--- config.mk ---
export PLATFORM = sky130hd
export DESIGN_NAME = peek_controller
export DESIGN_NICKNAME = d
export VERILOG_FILES = /design/src/rtl/peek_controller_pkg.sv /design/src/rtl/peek_frame_assembler.sv /design/src/rtl/peek_controller.sv
export SDC_FILE = /design/constraint.sdc
export NUM_CORES = 1
export LEC_CHECK = 0
export ABC_AREA = 1
export BUFFER_PORTS_ARGS = -buffer_cell sky130_fd_sc_hd__buf_2
export CAP_MARGIN = 10
export CORE_MARGIN = 5
export CORE_UTILIZATION = 41
export CTS_BUF_LIST = sky130_fd_sc_hd__clkbuf_2 sky130_fd_sc_hd__clkbuf_4 sky130_fd_sc_hd__clkbuf_8
export CTS_CLUSTER_DIAMETER = 30
export CTS_CLUSTER_SIZE = 30
export DETAILED_ROUTE_END_ITERATION = 8
export PLACE_DENSITY = 0.71
export SETUP_SLACK_MARGIN = 0.4
export SKIP_LAST_GASP = 1
export SYNTH_ARGS = -nofsm -noshare
export SYNTH_HDL_FRONTEND = slang
export SYNTH_SLANG_ARGS = --single-unit
export TNS_END_PERCENT = 1
--- constraint.sdc ---
create_clock -name clk -period 3.65 [get_ports clk]
set_input_delay 0.73 -clock clk [delete_from_list [all_inputs] [get_ports clk]]
set_output_delay 0.73 -clock clk [all_outputs]
set_load 0.005 [all_outputs]
--- src/rtl/peek_controller_pkg.sv ---
// Shared definitions for the UART peek controller: FSM state encoding, frame sizes, error payloads.
package peek_controller_pkg;

    typedef enum logic [1:0] {
        PeekCollect = 2'd0,
        PeekIssue   = 2'd1,
        PeekWait    = 2'd2,
        PeekSend    = 2'd3
    } peek_state_e;

    localparam int unsigned PEEK_FRAME_BYTES = 5;
    localparam int unsigned PEEK_RSP_BYTES   = 4;

    localparam logic [31:0] PEEK_ERR_ID      = 32'hFFFF_FFFF;
    localparam logic [31:0] PEEK_ERR_TIMEOUT = 32'hDEAD_BEEF;

    // Byte idx of a response word, LSB first.
    function automatic logic [7:0] peek_rsp_byte(input logic [31:0] word, input logic [1:0] idx);
        return word[{idx, 3'b000} +: 8];
    endfunction

endpackage

--- src/rtl/peek_frame_assembler.sv ---
// Collects a 5-byte request frame: 4 address bytes (LSB first) followed by a core ID byte.
module peek_frame_assembler (
    input  logic        clk_i,
    input  logic        rst_i,
    input  logic        byte_valid_i,
    input  logic [7:0]  byte_i,
    output logic        frame_done_o,
    output logic [31:0] frame_addr_o,
    output logic [7:0]  frame_core_o
);
    import peek_controller_pkg::*;

    localparam logic [2:0] LastIdx = 3'(PEEK_FRAME_BYTES - 1);

    logic [31:0] shift_q, shift_d;
    logic [2:0]  cnt_q, cnt_d;

    // Strobe and frame fields are combinational so the consumer can act on the 5th byte's edge.
    assign frame_done_o = byte_valid_i && (cnt_q == LastIdx);
    assign frame_addr_o = shift_q;
    assign frame_core_o = byte_i;

    always_comb begin
        shift_d = shift_q;
        cnt_d   = cnt_q;
        if (byte_valid_i) begin
            shift_d = {byte_i, shift_q[31:8]};
            cnt_d   = (cnt_q == LastIdx) ? 3'd0 : cnt_q + 3'd1;
        end
    end

    always_ff @(posedge clk_i) begin
        if (rst_i) begin
            shift_q <= '0;
            cnt_q   <= '0;
        end else begin
            shift_q <= shift_d;
            cnt_q   <= cnt_d;
        end
    end

endmodule

--- src/rtl/peek_controller.sv ---
// UART-driven memory peek controller: frame in, one read request out, 4-byte response back.
// Optional build macro PEEK_TIMEOUT_EN adds a response timeout in the wait state.
module peek_controller #(
    parameter int unsigned CORE_COUNT     = 4,
    parameter int unsigned ADDR_W         = 32,
    parameter int unsigned DATA_W         = 32,
    parameter int unsigned TIMEOUT_CYCLES = 1024
) (
    input  logic              clk,
    input  logic              rst,
    input  logic              rx_valid,
    input  logic [7:0]        rx_data,
    output logic              tx_valid,
    input  logic              tx_ready,
    output logic [7:0]        tx_data,
    output logic              req_valid,
    input  logic              req_ready,
    output logic [7:0]        req_core,
    output logic [ADDR_W-1:0] req_addr,
    input  logic              rsp_valid,
    input  logic [DATA_W-1:0] rsp_data,
    output logic              busy,
    output logic [7:0]        drop_cnt
);
    import peek_controller_pkg::*;

    localparam logic [1:0] StCollect = PeekCollect;
    localparam logic [1:0] StIssue   = PeekIssue;
    localparam logic [1:0] StWait    = PeekWait;
    localparam logic [1:0] StSend    = PeekSend;
    localparam logic [1:0] LastTx    = 2'(PEEK_RSP_BYTES - 1);

    logic [1:0]        state_q, state_d;
    logic [31:0]       payload_q, payload_d;
    logic [1:0]        tx_idx_q, tx_idx_d;
    logic [7:0]        req_core_q;
    logic [ADDR_W-1:0] req_addr_q;
    logic [7:0]        drop_q;

    logic              frame_done;
    logic [31:0]       frame_addr;
    logic [7:0]        frame_core;
    logic              id_ok;
    logic [31:0]       rsp_word;
    logic              tmo_hit;

    assign busy = (state_q != StCollect);

    peek_frame_assembler u_frame (
        .clk_i        (clk),
        .rst_i        (rst),
        .byte_valid_i (rx_valid && !busy),
        .byte_i       (rx_data),
        .frame_done_o (frame_done),
        .frame_addr_o (frame_addr),
        .frame_core_o (frame_core)
    );

    assign id_ok    = ({24'd0, frame_core} < CORE_COUNT);
    // Zero-extends or truncates to the fixed 32-bit response payload.
    assign rsp_word = 32'(rsp_data);

`ifdef PEEK_TIMEOUT_EN
    localparam int unsigned TmoW = $clog2(TIMEOUT_CYCLES + 1);

    logic [TmoW-1:0] tmo_q;

    assign tmo_hit = (tmo_q == TmoW'(TIMEOUT_CYCLES - 1));

    always_ff @(posedge clk) begin
        if (rst || state_q != StWait) begin
            tmo_q <= '0;
        end else begin
            tmo_q <= tmo_q + 1'b1;
        end
    end
`else
    logic unused_timeout_cfg;

    assign tmo_hit            = 1'b0;
    assign unused_timeout_cfg = ^TIMEOUT_CYCLES;
`endif

    always_comb begin
        state_d   = state_q;
        payload_d = payload_q;
        tx_idx_d  = tx_idx_q;
        case (state_q)
            StCollect: begin
                if (frame_done) begin
                    if (id_ok) begin
                        state_d = StIssue;
                    end else begin
                        state_d   = StSend;
                        payload_d = PEEK_ERR_ID;
                        tx_idx_d  = 2'd0;
                    end
                end
            end
            StIssue: begin
                if (req_ready) begin
                    state_d = StWait;
                end
            end
            StWait: begin
                // A response arriving on the timeout cycle still wins.
                if (rsp_valid) begin
                    state_d   = StSend;
                    payload_d = rsp_word;
                    tx_idx_d  = 2'd0;
                end else if (tmo_hit) begin
                    state_d   = StSend;
                    payload_d = PEEK_ERR_TIMEOUT;
                    tx_idx_d  = 2'd0;
                end
            end
            StSend: begin
                if (tx_ready) begin
                    if (tx_idx_q == LastTx) begin
                        state_d  = StCollect;
                        tx_idx_d = 2'd0;
                    end else begin
                        tx_idx_d = tx_idx_q + 2'd1;
                    end
                end
            end
            default: begin
                state_d = StCollect;
            end
        endcase
    end

    always_ff @(posedge clk) begin
        if (rst) begin
            state_q    <= StCollect;
            payload_q  <= '0;
            tx_idx_q   <= '0;
            req_core_q <= '0;
            req_addr_q <= '0;
            drop_q     <= '0;
        end else begin
            state_q   <= state_d;
            payload_q <= payload_d;
            tx_idx_q  <= tx_idx_d;
            if (frame_done) begin
                req_core_q <= frame_core;
                req_addr_q <= ADDR_W'(frame_addr);
            end
            if (rx_valid && busy && drop_q != 8'hFF) begin
                drop_q <= drop_q + 8'd1;
            end
        end
    end

    assign req_valid = (state_q == StIssue);
    assign req_core  = req_core_q;
    assign req_addr  = req_addr_q;
    assign tx_valid  = (state_q == StSend);
    assign tx_data   = peek_rsp_byte(payload_q, tx_idx_q);
    assign drop_cnt  = drop_q;

endmodule

=== After elaboration in Yosys (flattened, before gate mapping) ===
Cells that the tools add are included.

* Bits in registers: 119
* Latch bits: 0
* RAM bits: 0
* ROM bits: 0
* Bits of input ports: 46
* Output and inout bits: 59
* Word-level logic and storage cells: 55
* Memories kept: 0

* $add $sub $neg: 3
* Multipliers: 0
* Divide/modulo/power cells: 0
* Magnitude comparators: 1
* Equal/unequal tests: 12
* Shift operators: 1
* Muxes and demuxes: 18
* Bitwise logic cells: 0
* Reductions and logical operators: 12

{| class="wikitable"
|+ Operator list
! kind !! count
|-
| 2-to-1 mux 32 bit || 3
|-
| one-hot mux 32 bit (2 select lines) || 1
|-
| indexed part select 32 x 6 -> 8 bit || 1
|-
| 2-to-1 mux 2 bit || 11
|-
| AND reduction 5 bit || 2
|-
| adder 8 x 1 -> 8 bit (second input constant) || 1
|-
| < comparator 8 x 3 -> 1 bit (second input constant) || 1
|-
| inequality test 8 bit (second input constant) || 1
|-
| one-hot mux 2 bit (4 select lines) || 1
|-
| == test 2 bit (second input constant) || 3
|-
| inequality test 2 x 1 -> 1 bit (second input constant) || 3
|-
| inequality test 2 bit (second input constant) || 3
|-
| one-hot mux 2 bit (3 select lines) || 1
|-
| logical AND 1 bit || 4
|-
| AND reduction 4 bit || 1
|-
| nonzero test 2 bit || 2
|-
| adder 3 x 1 -> 3 bit (second input constant) || 1
|-
| == test 3 bit (second input constant) || 1
|-
| 2-to-1 mux 3 bit || 1
|-
| nonzero test 3 bit || 1
|-
| adder 2 x 1 -> 2 bit (second input constant) || 1
|-
| == test 2 x 1 -> 1 bit (second input constant) || 1
|-
| logical NOT 2 bit || 1
|-
| logical NOT 1 bit || 1
|}

=== Longest topological paths before layout ===
Gate-level depths: netlist (run 1).

* Depth after elaboration: 6
* Mapped depth: 11
* Mapped depth without buffers: 10

=== By module ===
From an unflattened synthesis (run 1), not the netlist that was laid out.

* Cell total of the unflattened synthesis: 786
* Area, all modules: 5403.9 sq um

{| class="wikitable"
|+ Modules (own cells, without submodules)
! module !! times used !! cells an instance !! area each (sq um) !! sequential area each (sq um)
|-
| peek_controller || 1 || 617 || 4036.4 || 1681.6
|-
| peek_frame_assembler || 1 || 169 || 1367.6 || 700.7
|}

=== Worst setup path after synthesis (run 1) ===
OpenSTA, ideal clock, no wires.

* Path kind: flip-flop to output port
* Start point: register tx_idx_q[0]
* End point: output tx_data[6]
* Arrival time: 1.099 ns
* Required time: 2.920 ns
* Path slack: 1.821 ns
* Cell stages (with the launch flop): 5
* Buffers on the path: 2
* Cell sequence: dfxtp_1 -> clkbuf_1 -> clkbuf_1 -> o21ai_0 -> o22ai_1

* Cells in the longest elaborated chain, start to end: 1

{| class="wikitable"
|+ Ends and longest elaborated chain
! element !! RTL line !! text
|-
| from (decl) || peek_controller.sv:35 || <nowiki>logic [1:0] tx_idx_q, tx_idx_d;</nowiki>
|-
| from (signal assigned) || peek_controller.sv:144 || <nowiki>tx_idx_q <= tx_idx_d;</nowiki>
|-
| indexed part select 32 x 6 -> 8 bit || peek_controller_pkg.sv:19 || <nowiki>return word[{idx, 3'b000} +: 8];</nowiki>
|-
| to (decl) || peek_controller.sv:15 || <nowiki>output logic [7:0] tx_data,</nowiki>
|}

No other way between the ends.

=== Worst setup path after layout (run 1) ===
* Start point: register tx_idx_q[0]
* End point: output tx_data[0]

The elaborated chain is that of the path after synthesis.

==> results.sh, run 1 <==
export IMPL_rsz0062_at_grt="no"
export IMPL_wl_um=12300
export IMPL_drcViolationCount=0
export IMPL_clock_fmax_ghz=0.347
export IMPL_yosysWarnings=0
export IMPL_critPathArrivalTime_ns=2.15
export IMPL_syn_inst=706
export IMPL_ios=105
export IMPL_synth_nets=761
export IMPL_crit_path_cell_trace="inv_1 -> o21ai_0 -> o22ai_1 -> buf_2"
export IMPL_ys_ff_latch=119
export IMPL_ys_types=26
export IMPL_worst_slew_pin_slew_ns=0.938
export IMPL_status="finished clean"
export IMPL_slowest_delay_ns=0.74
export IMPL_hold_class="register to register"
export IMPL_start_util_pct=41.4
export IMPL_crit_path_end_kind="primary output"
export IMPL_cts_tree="yes"
export IMPL_worstSetupPathType="register to primary output"
export IMPL_slew_viol_final=0
export IMPL_cts_sinks=119
export IMPL_worst_path_max_fanout=19
export IMPL_wire_per_inst_um=12.6
export IMPL_syn_avg_cell_area_um2=7.34
export IMPL_holdBufCountCts=0
export IMPL_gp_routability_congestion=0.783
export IMPL_yosys_area_top_type="dfxtp_1"
export IMPL_synth_area_leaders="dfxtp_1 (46%), nor2_1 (18%), o21ai_0 (7.6%)"
export IMPL_h_tree_depth=4
export IMPL_rows=41
export IMPL_cp_start_kind="register"
export IMPL_relSlewSlack_pct=37.4
export IMPL_vias=4634
export IMPL_hold_viol=0
export IMPL_insertion_delay_ns=0.44
export IMPL_cts_root_buf="clkbuf_8"
export IMPL_worstPathRequired_ns=2.92
export IMPL_grt_ovfl_total=0
export IMPL_post_cts_setup_buffers=0
export IMPL_ys_seq_area_share_pct=46.0
export IMPL_grt_pass1_vias=4320
export IMPL_dp_hpwl_um=8250
export IMPL_cts_buffers=17
export IMPL_syn_area_um2=5180
export IMPL_dp_cells=941
export IMPL_antenna_left=0
export IMPL_port_buffers=104
export IMPL_firstDrtPassIters=4
export IMPL_fin_cells=974
export IMPL_finalCriticalPeriod_ns=2.88
export IMPL_antenna_cells=0
export IMPL_syn2layout_area_growth_pct=18.4
export IMPL_drt_initial_drc_count=280
export IMPL_setup_viol=0
export IMPL_max_cap_violations=0
export IMPL_power_density_nw_per_um2=748
export IMPL_p_leak_nw=2.89
export IMPL_cts_buffer_depth=2
export IMPL_die_w_um=122
export IMPL_grt_use_total_pct=17.0
export IMPL_synth_top_area_share_pct=46.0
export IMPL_grt_max_degree=75
export IMPL_finClkSkew_ns=0.0130
export IMPL_post_route_period_util_pct=78.8
export IMPL_drive_gt1_share_pct=22.9
export IMPL_core_area_um2=12500
export IMPL_finalNetCount=844
export IMPL_dieArea_um2=15000
export IMPL_ctsResizeCount=0
export IMPL_ir_drop_mv=0.335
export IMPL_antenna_found_initial=0
export IMPL_vias_per_cell=4.76
export IMPL_die_height_um=122
export IMPL_grt_first_pass_wirelength_um=20500
export IMPL_fin_setup_tns_ns=0
export IMPL_path_clk_slew_ns=0.07
export IMPL_cp_slowest_cell="dfxtp_1"
[flip-flops by register name, indices dropped and copies added, names as in the netlist]
register	cells
drop_cnt	8
req_addr	32
payload_q	32
tx_idx_q	2
req_core	8
u_frame.frame_addr_o	32
state_q	2
u_frame.cnt_q	3
[per-stage QoR]
step	utilization (%)	hold slack [ns]	area [µm²]	setup WS (ns)	power (W)
floorplan	-	0.428	5180	1.82	0.00309
global placement	45.7	0.428	5720	1.19	0.00339
detailed placement	45.7	0.433	5720	1.14	0.00342
CTS	48.8	0.453	6100	0.783	0.00460
global route	49.0	0.484	6130	0.537	0.00494
finish	49.0	0.449	6130	0.772	0.00458
[worst max-delay path, delay by kind of cell (launching register included)]
| kind | cells | cell delay (ns) |
|---|---|---|
| AOI/OAI and AO/OA | 2 | 0.40 |
| buffers and inverters | 2 | 0.57 |
| DFF | 1 | 0.74 |
[layer usage]
metal | vias up | routed length, µm | track usage, %
li1 | 2422 | - | -
met1 | 2099 | 5750 | 22.6
met2 | 101 | 5740 | 26.9
met3 | 12 | 628 | 4.75
met4 | 0 | 165 | 5.46
met5 | - | 0 | 0
[final timing paths]
kind                              from                         end  slack (ns)  cells past startpoint
max           tx_idx_q[0]$_SDFFE_PP0P_                  tx_data[0]        0.77                      4
min          req_addr[11]$_SDFFE_PP0P_   req_addr[11]$_SDFFE_PP0P_        0.45                      2
max reg2reg    state_q[0]$_SDFFE_PP0P_  payload_q[24]$_SDFFE_PP0P_        1.17                      9
min reg2reg  req_addr[11]$_SDFFE_PP0P_   req_addr[11]$_SDFFE_PP0P_        0.45                      2
[Yosys cell counts, drive strengths merged]
master	instances
nand3b	1
o21bai	2
nand2	74
xnor2	2
inv	32
clkbuf	22
a21oi	21
nor2	255
xor2	1
or2	1
nand3	45
buf	22
dfxtp	119
o22ai	8
nand4	1
ha	9
o21ai	91
[report_power, final]
part	internal [W]	switching, W
Sequential	0.00160	0.000210
Combinational	0.000548	0.00104
Clock	0.000566	0.000617
[cell type report]
type	instances	area, µm²
Fill cell	1302	6390
Inverter	32	120
Multi-Input combinational cell	511	2440
Sequential cell	119	2380
Tap cell	172	215
Clock buffer	17	234
Clock inverter	15	154
Timing Repair Buffer	108	583
[layout by cell type (no fill, tap or decap), drive strengths merged, types with 8 or more instances in the layout]
cell type and count:
a21oi 21, o22ai 8, inv 42, nand2 74, nor2 255, nand3 45, o21ai 91, dfxtp 119
buf 108, ha 9, clkbuf 17
[cells by family after synthesis]
group,Yosys count,share of synthesized area [%]
AO/OA/AOI/OAI,122,12.2
XOR/XNOR,3,0.507
adder cells (fa/ha/maj),9,2.17
buffers and inverters,76,6.96
flip-flops,119,46.0
AND/OR/NAND/NOR,377,32.2
Power figures use the tool's default switching activity.
==> run 2, diff against run 1 <==
- PLACE_DENSITY: 0.71 -> 0.74
- clock period: 3.65 -> 2.6 ns (I/O delays scaled with it)
==> results.sh, run 2 (same netlist as run 1, synthesis figures left out) <==
export IMPL_port_buffers=104
export IMPL_cts_sinks=119
export IMPL_max_cap_violations=0
export IMPL_critPathArrivalTime_ns=1.61
export IMPL_syn2layout_area_growth_pct=20.0
export IMPL_relSlewSlack_pct=35.8
export IMPL_hold_viol=0
export IMPL_grt_first_pass_wirelength_um=20800
export IMPL_clock_fmax_ghz=0.469
export IMPL_dp_hpwl_um=8230
export IMPL_setup_viol=0
export IMPL_slew_viol_final=0
export IMPL_grt_ovfl_total=0
export IMPL_min_to="req_core[1]$_SDFFE_PP0P_"
export IMPL_worstSetupPathType="register to primary output"
export IMPL_dieArea_um2=15000
export IMPL_ir_drop_mv=0.413
export IMPL_holdBufCountCts=0
export IMPL_wl_um=12600
export IMPL_cp_slowest_cell="inv_1"
export IMPL_drt_initial_drc_count=413
export IMPL_ios=105
export IMPL_grt_use_total_pct=17.5
export IMPL_firstDrtPassIters=5
export IMPL_setup_slack_ns=0.470
export IMPL_rsz0062_at_grt="yes"
export IMPL_die_w_um=122
export IMPL_antenna_left=0
export IMPL_start_util_pct=41.4
export IMPL_worstPathRequired_ns=2.08
export IMPL_final_common_cell="nor2_1"
export IMPL_fin_setup_tns_ns=0
export IMPL_worst_path_max_fanout=17
export IMPL_grt_max_degree=87
export IMPL_path_clk_slew_ns=0.07
export IMPL_crit_path_end_kind="primary output"
export IMPL_pre_cts_ws_ns=0.359
export IMPL_insertion_delay_ns=0.44
export IMPL_die_height_um=122
export IMPL_min_delay_start="rx_data[1]"
export IMPL_hold_class="primary input to register"
export IMPL_antenna_found_initial=0
export IMPL_gp_routability_congestion=0.791
export IMPL_layout_common_cells="nor2_1 (250), dfxtp_1 (119), buf_2 (104)"
export IMPL_worstReg2RegEnd="payload_q[22]$_SDFFE_PP0P_"
export IMPL_finalNetCount=849
export IMPL_cp_start_kind="register"
export IMPL_h_tree_depth=4
export IMPL_path_delay_family="buffers and inverters"
export IMPL_cts_root_buf="clkbuf_8"
export IMPL_reg2reg_from="state_q[1]$_SDFFE_PP0P_"
export IMPL_p_leak_nw=2.93
export IMPL_wire_per_inst_um=12.9
export IMPL_cts_buffer_depth=2
export IMPL_power_density_nw_per_um2=1080
export IMPL_hold_depth=3
export IMPL_vias_per_cell=4.79
export IMPL_drive_gt1_share_pct=23.2
export IMPL_rows=41
export IMPL_drcViolationCount=0
export IMPL_cts_buffers=17
export IMPL_crit_path_cell_trace="inv_1 -> nor2_1 -> o22ai_1 -> buf_2"
export IMPL_slowest_delay_ns=0.36
export IMPL_crit_buf_inv=2
export IMPL_cts_tree="yes"
export IMPL_regToRegSetupSlack_ns=0.52
export IMPL_finalCriticalPeriod_ns=2.13
export IMPL_worst_slew_pin_slew_ns=0.962
export IMPL_status="finished clean"
export IMPL_post_route_period_util_pct=81.9
export IMPL_finClkSkew_ns=0.0101
export IMPL_grt_pass1_vias=4280
export IMPL_core_area_um2=12500
export IMPL_vias=4680
export IMPL_rr_worst_depth=8
export IMPL_antenna_cells=0
==> run 2: cell types whose count changed in the layout (fill, tap and decap cells not counted), moves of 2 or more <==
cell       delta
inv_8         -3
clkbuf_8      +2
inv_6         -7
buf_4         +4
clkinv_4      +3
bufinv_16     +3
==> run 2: layout make-up <==
| cell class | instances | area (µm²) |
|---|---|---|
| Clock inverter | 11 | 175 |
| Fill cell | 1284 | 6300 |
| Tap cell | 172 | 215 |
| Timing Repair Buffer | 112 | 606 |
| Clock buffer | 19 | 262 |
| Inverter | 32 | 120 |
| Multi-Input combinational cell | 512 | 2450 |
| Sequential cell | 119 | 2380 |
==> run 2: how the worst max path moves through the flow <==
stage | start | to | slack, ns | depth (start not counted)
6_report | tx_idx_q[0]$_SDFFE_PP0P_ | tx_data[4] | 0.47 | 4
5_1_grt | tx_idx_q[0]$_SDFFE_PP0P_ | tx_data[1] | 0.32 | 4
4_1_cts | state_q[0]$_SDFFE_PP0P_ | payload_q[3]$_SDFFE_PP0P_ | 0.38 | 10
3_5_place_dp | state_q[0]$_SDFFE_PP0P_ | payload_q[25]$_SDFFE_PP0P_ | 0.36 | 10
3_3_place_gp | state_q[0]$_SDFFE_PP0P_ | payload_q[24]$_SDFFE_PP0P_ | 0.38 | 10
2_1_floorplan | tx_idx_q[0]$_SDFFE_PP0P_ | tx_data[6] | 0.98 | 4
==> run 2: worst register-to-register path, cell delays in order, from the launching register on <==
cell and delay (ns):
dfxtp_1 0.33, inv_1 0.12, ha_1 0.31, nor2_1 0.19, inv_1 0.12, o21ai_2 0.08
nor2_4 0.60, nor2_1 0.13, nor2_1 0.14
==> run 2: metrics by stage <==
stage | std cells | power (W) | cell area, µm² | hold slack [ns] | util [%]
2_1_floorplan | 706 | 0.00433 | 5180 | 0.428 | -
3_3_place_gp | 946 | 0.00483 | 5770 | 0.431 | 46.1
3_5_place_dp | 946 | 0.00487 | 5770 | 0.432 | 46.1
4_1_cts | 977 | 0.00674 | 6210 | 0.312 | 49.6
5_1_grt | 977 | 0.00719 | 6210 | 0.326 | 49.6
6_report | 977 | 0.00672 | 6210 | 0.334 | 49.6
==> run 2: timing repair <==
action,CTS,global route
buffers inserted,0,0
gates cloned,1,0
pin swaps,1,0
endpoints found under the setup margin,21,21
resized for setup,0,1
endpoints found under the hold margin,0,0
==> run 2: where the power goes <==
group          switching [W]  internal [W]
Combinational        0.00157      0.000802
Sequential          0.000261       0.00224
Clock               0.000753       0.00109
==> run 2: layer usage <==
layer | vias to the layer above | GRT usage [%] | routed length, µm
li1 | 2429 | - | -
met1 | 2126 | 23.1 | 5840
met2 | 114 | 27.1 | 5860
met3 | 11 | 4.98 | 760
met4 | 0 | 6.51 | 164
met5 | - | 0 | 0
==> run 3, diff against run 2 <==
- PLACE_DENSITY: 0.74 -> 0.71
- clock period: 2.6 -> 2 ns (I/O delays scaled with it)
==> results.sh, run 3 (same netlist as run 1, synthesis figures left out) <==
export IMPL_rsz0062_at_grt="yes"
export IMPL_final_common_cell="nor2_1"
export IMPL_finalNetCount=867
export IMPL_cts_sinks=119
export IMPL_port_buffers=104
export IMPL_power_density_nw_per_um2=1390
export IMPL_syn2layout_area_growth_pct=23.7
export IMPL_p_sw_share_pct=38.6
export IMPL_regToRegSetupSlack_ns=0.22
export IMPL_final_util_pct=51.2
export IMPL_hold_class="primary input to register"
export IMPL_reg2reg_from="state_q[0]$_SDFFE_PP0P_"
export IMPL_finalCriticalPeriod_ns=1.86
export IMPL_cts_tree="yes"
export IMPL_antenna_left=0
export IMPL_grt_max_degree=39
export IMPL_drive_gt1_share_pct=26.4
export IMPL_worst_path_max_fanout=5
export IMPL_rr_worst_depth=8
export IMPL_wl_um=12900
export IMPL_drt_initial_drc_count=284
export IMPL_hold_depth=3
export IMPL_finClkSkew_ns=0.00907
export IMPL_pwr_share_clk_pct=23.1
export IMPL_grt_first_pass_wirelength_um=21400
export IMPL_antenna_cells=0
export IMPL_fin_setup_tns_ns=0
export IMPL_slew_viol_final=0
export IMPL_cts_root_buf="clkbuf_8"
export IMPL_cts_buffer_depth=2
export IMPL_max_cap_violations=0
export IMPL_pre_cts_ws_ns=0.158
export IMPL_clock_fmax_ghz=0.538
export IMPL_die_w_um=122
export IMPL_path_clk_slew_ns=0.07
export IMPL_ios=105
export IMPL_vias_per_cell=4.85
export IMPL_drcViolationCount=0
export IMPL_cp_start_kind="register"
export IMPL_p_seq_share_pct=37.4
export IMPL_die_height_um=122
export IMPL_worst_slew_pin_slew_ns=0.437
export IMPL_holdBufCountCts=0
export IMPL_hold_viol=0
export IMPL_min_delay_start="rx_data[0]"
export IMPL_worstSetupPathType="register to primary output"
export IMPL_relSlewSlack_pct=70.9
export IMPL_crit_path_end_kind="primary output"
export IMPL_firstDrtPassIters=4
export IMPL_grt_ovfl_total=0
export IMPL_antenna_found_initial=0
export IMPL_layout_common_cells="nor2_1 (249), dfxtp_1 (117), buf_2 (104)"
export IMPL_p_leak_nw=3.02
export IMPL_rows=41
export IMPL_p_int_w=0.00547
export IMPL_dp_hpwl_um=8690
export IMPL_p_sw_w=0.00344
export IMPL_core_area_um2=12500
export IMPL_dieArea_um2=15000
export IMPL_start_util_pct=41.4
export IMPL_ir_drop_mv=0.862
export IMPL_min_to="req_core[0]$_SDFFE_PP0P_"
export IMPL_cts_buffers=17
export IMPL_vias=4824
export IMPL_status="finished clean"
export IMPL_setup_viol=0
export IMPL_h_tree_depth=4
export IMPL_gp_routability_congestion=0.775
export IMPL_total_power_w=0.00891
export IMPL_whs_ns=0.232
export IMPL_insertion_delay_ns=0.43
export IMPL_pwr_share_comb_pct=39.5
export IMPL_setup_slack_ns=0.140
export IMPL_post_route_period_util_pct=93.0
export IMPL_grt_use_total_pct=17.9
export IMPL_critPathArrivalTime_ns=1.46
export IMPL_worstReg2RegEnd="u_frame.frame_addr_o[27]$_SDFFE_PP0N_"
export IMPL_wire_per_inst_um=13.0
export IMPL_grt_pass1_vias=4510
export IMPL_worstPathRequired_ns=1.60
-- run 3: cell count changes in the layout (fill, tap and decap cells not counted), sizes merged --
cell / delta
bufbuf: +1
bufinv: -3
clkbuf: +4
clkinv: -2
nor2: -1
buf: +16
clkinvlp: +4
inv: -1
-- run 3: stage by stage --
step,std cells,instance area (µm²)
finish,995,6410
global route,995,6410
CTS,995,6400
detailed placement,955,5860
global placement,955,5860
floorplan,706,5180
-- run 3: final cells by class --
cell class / count / area [µm²]
Fill cell: 1256 / 6110
Multi-Input combinational cell: 511 / 2470
Sequential cell: 119 / 2390
Timing Repair Buffer: 129 / 820
Clock buffer: 23 / 304
Tap cell: 172 / 215
Inverter: 32 / 124
Clock inverter: 7 / 71.3
Timing Repair inverter: 2 / 15.0
-- run 3: worst max path at each step --
stage,to,start
finish,tx_data[0],tx_idx_q[0]$_SDFFE_PP0P_
global route,tx_data[3],tx_idx_q[0]$_SDFFE_PP0P_
CTS,tx_data[7],tx_idx_q[0]$_SDFFE_PP0P_
detailed placement,u_frame.frame_addr_o[30]$_SDFFE_PP0N_,state_q[0]$_SDFFE_PP0P_
global placement,u_frame.frame_addr_o[27]$_SDFFE_PP0N_,state_q[0]$_SDFFE_PP0P_
floorplan,payload_q[0]$_SDFFE_PP0P_,state_q[0]$_SDFFE_PP0P_
-- run 3: repair_timing --
item,4_1_cts,5_1_grt
setup buffers,7,0
pin swaps,9,0
setup endpoints to repair,115,128
gates resized for setup,28,5
cloned,3,0
-- run 3: power groups by stage --
stage,registers (W),clock network [W],logic (W)
3_5_place_dp,0.00332,0,0.00318
2_1_floorplan,0.00319,0,0.00244
5_1_grt,0.00339,0.00220,0.00396
6_report,0.00333,0.00206,0.00352
3_3_place_gp,0.00331,0,0.00312
4_1_cts,0.00331,0.00210,0.00349
-- run 3: critical path: stages (launching register included) --
cell,delay (ns)
dfxtp_4,0.38
buf_4,0.13
clkinvlp_4,0.15
o21ai_2,0.16
o22ai_1,0.10
buf_2,0.13
-- run 3: layer usage --
layer / up-vias / wire [µm] / track usage, %
li1: 2466 / - / -
met1: 2205 / 5870 / 23.3
met2: 130 / 6150 / 28.6
met3: 23 / 676 / 5.39
met4: 0 / 216 / 5.39
met5: - / 0 / 0
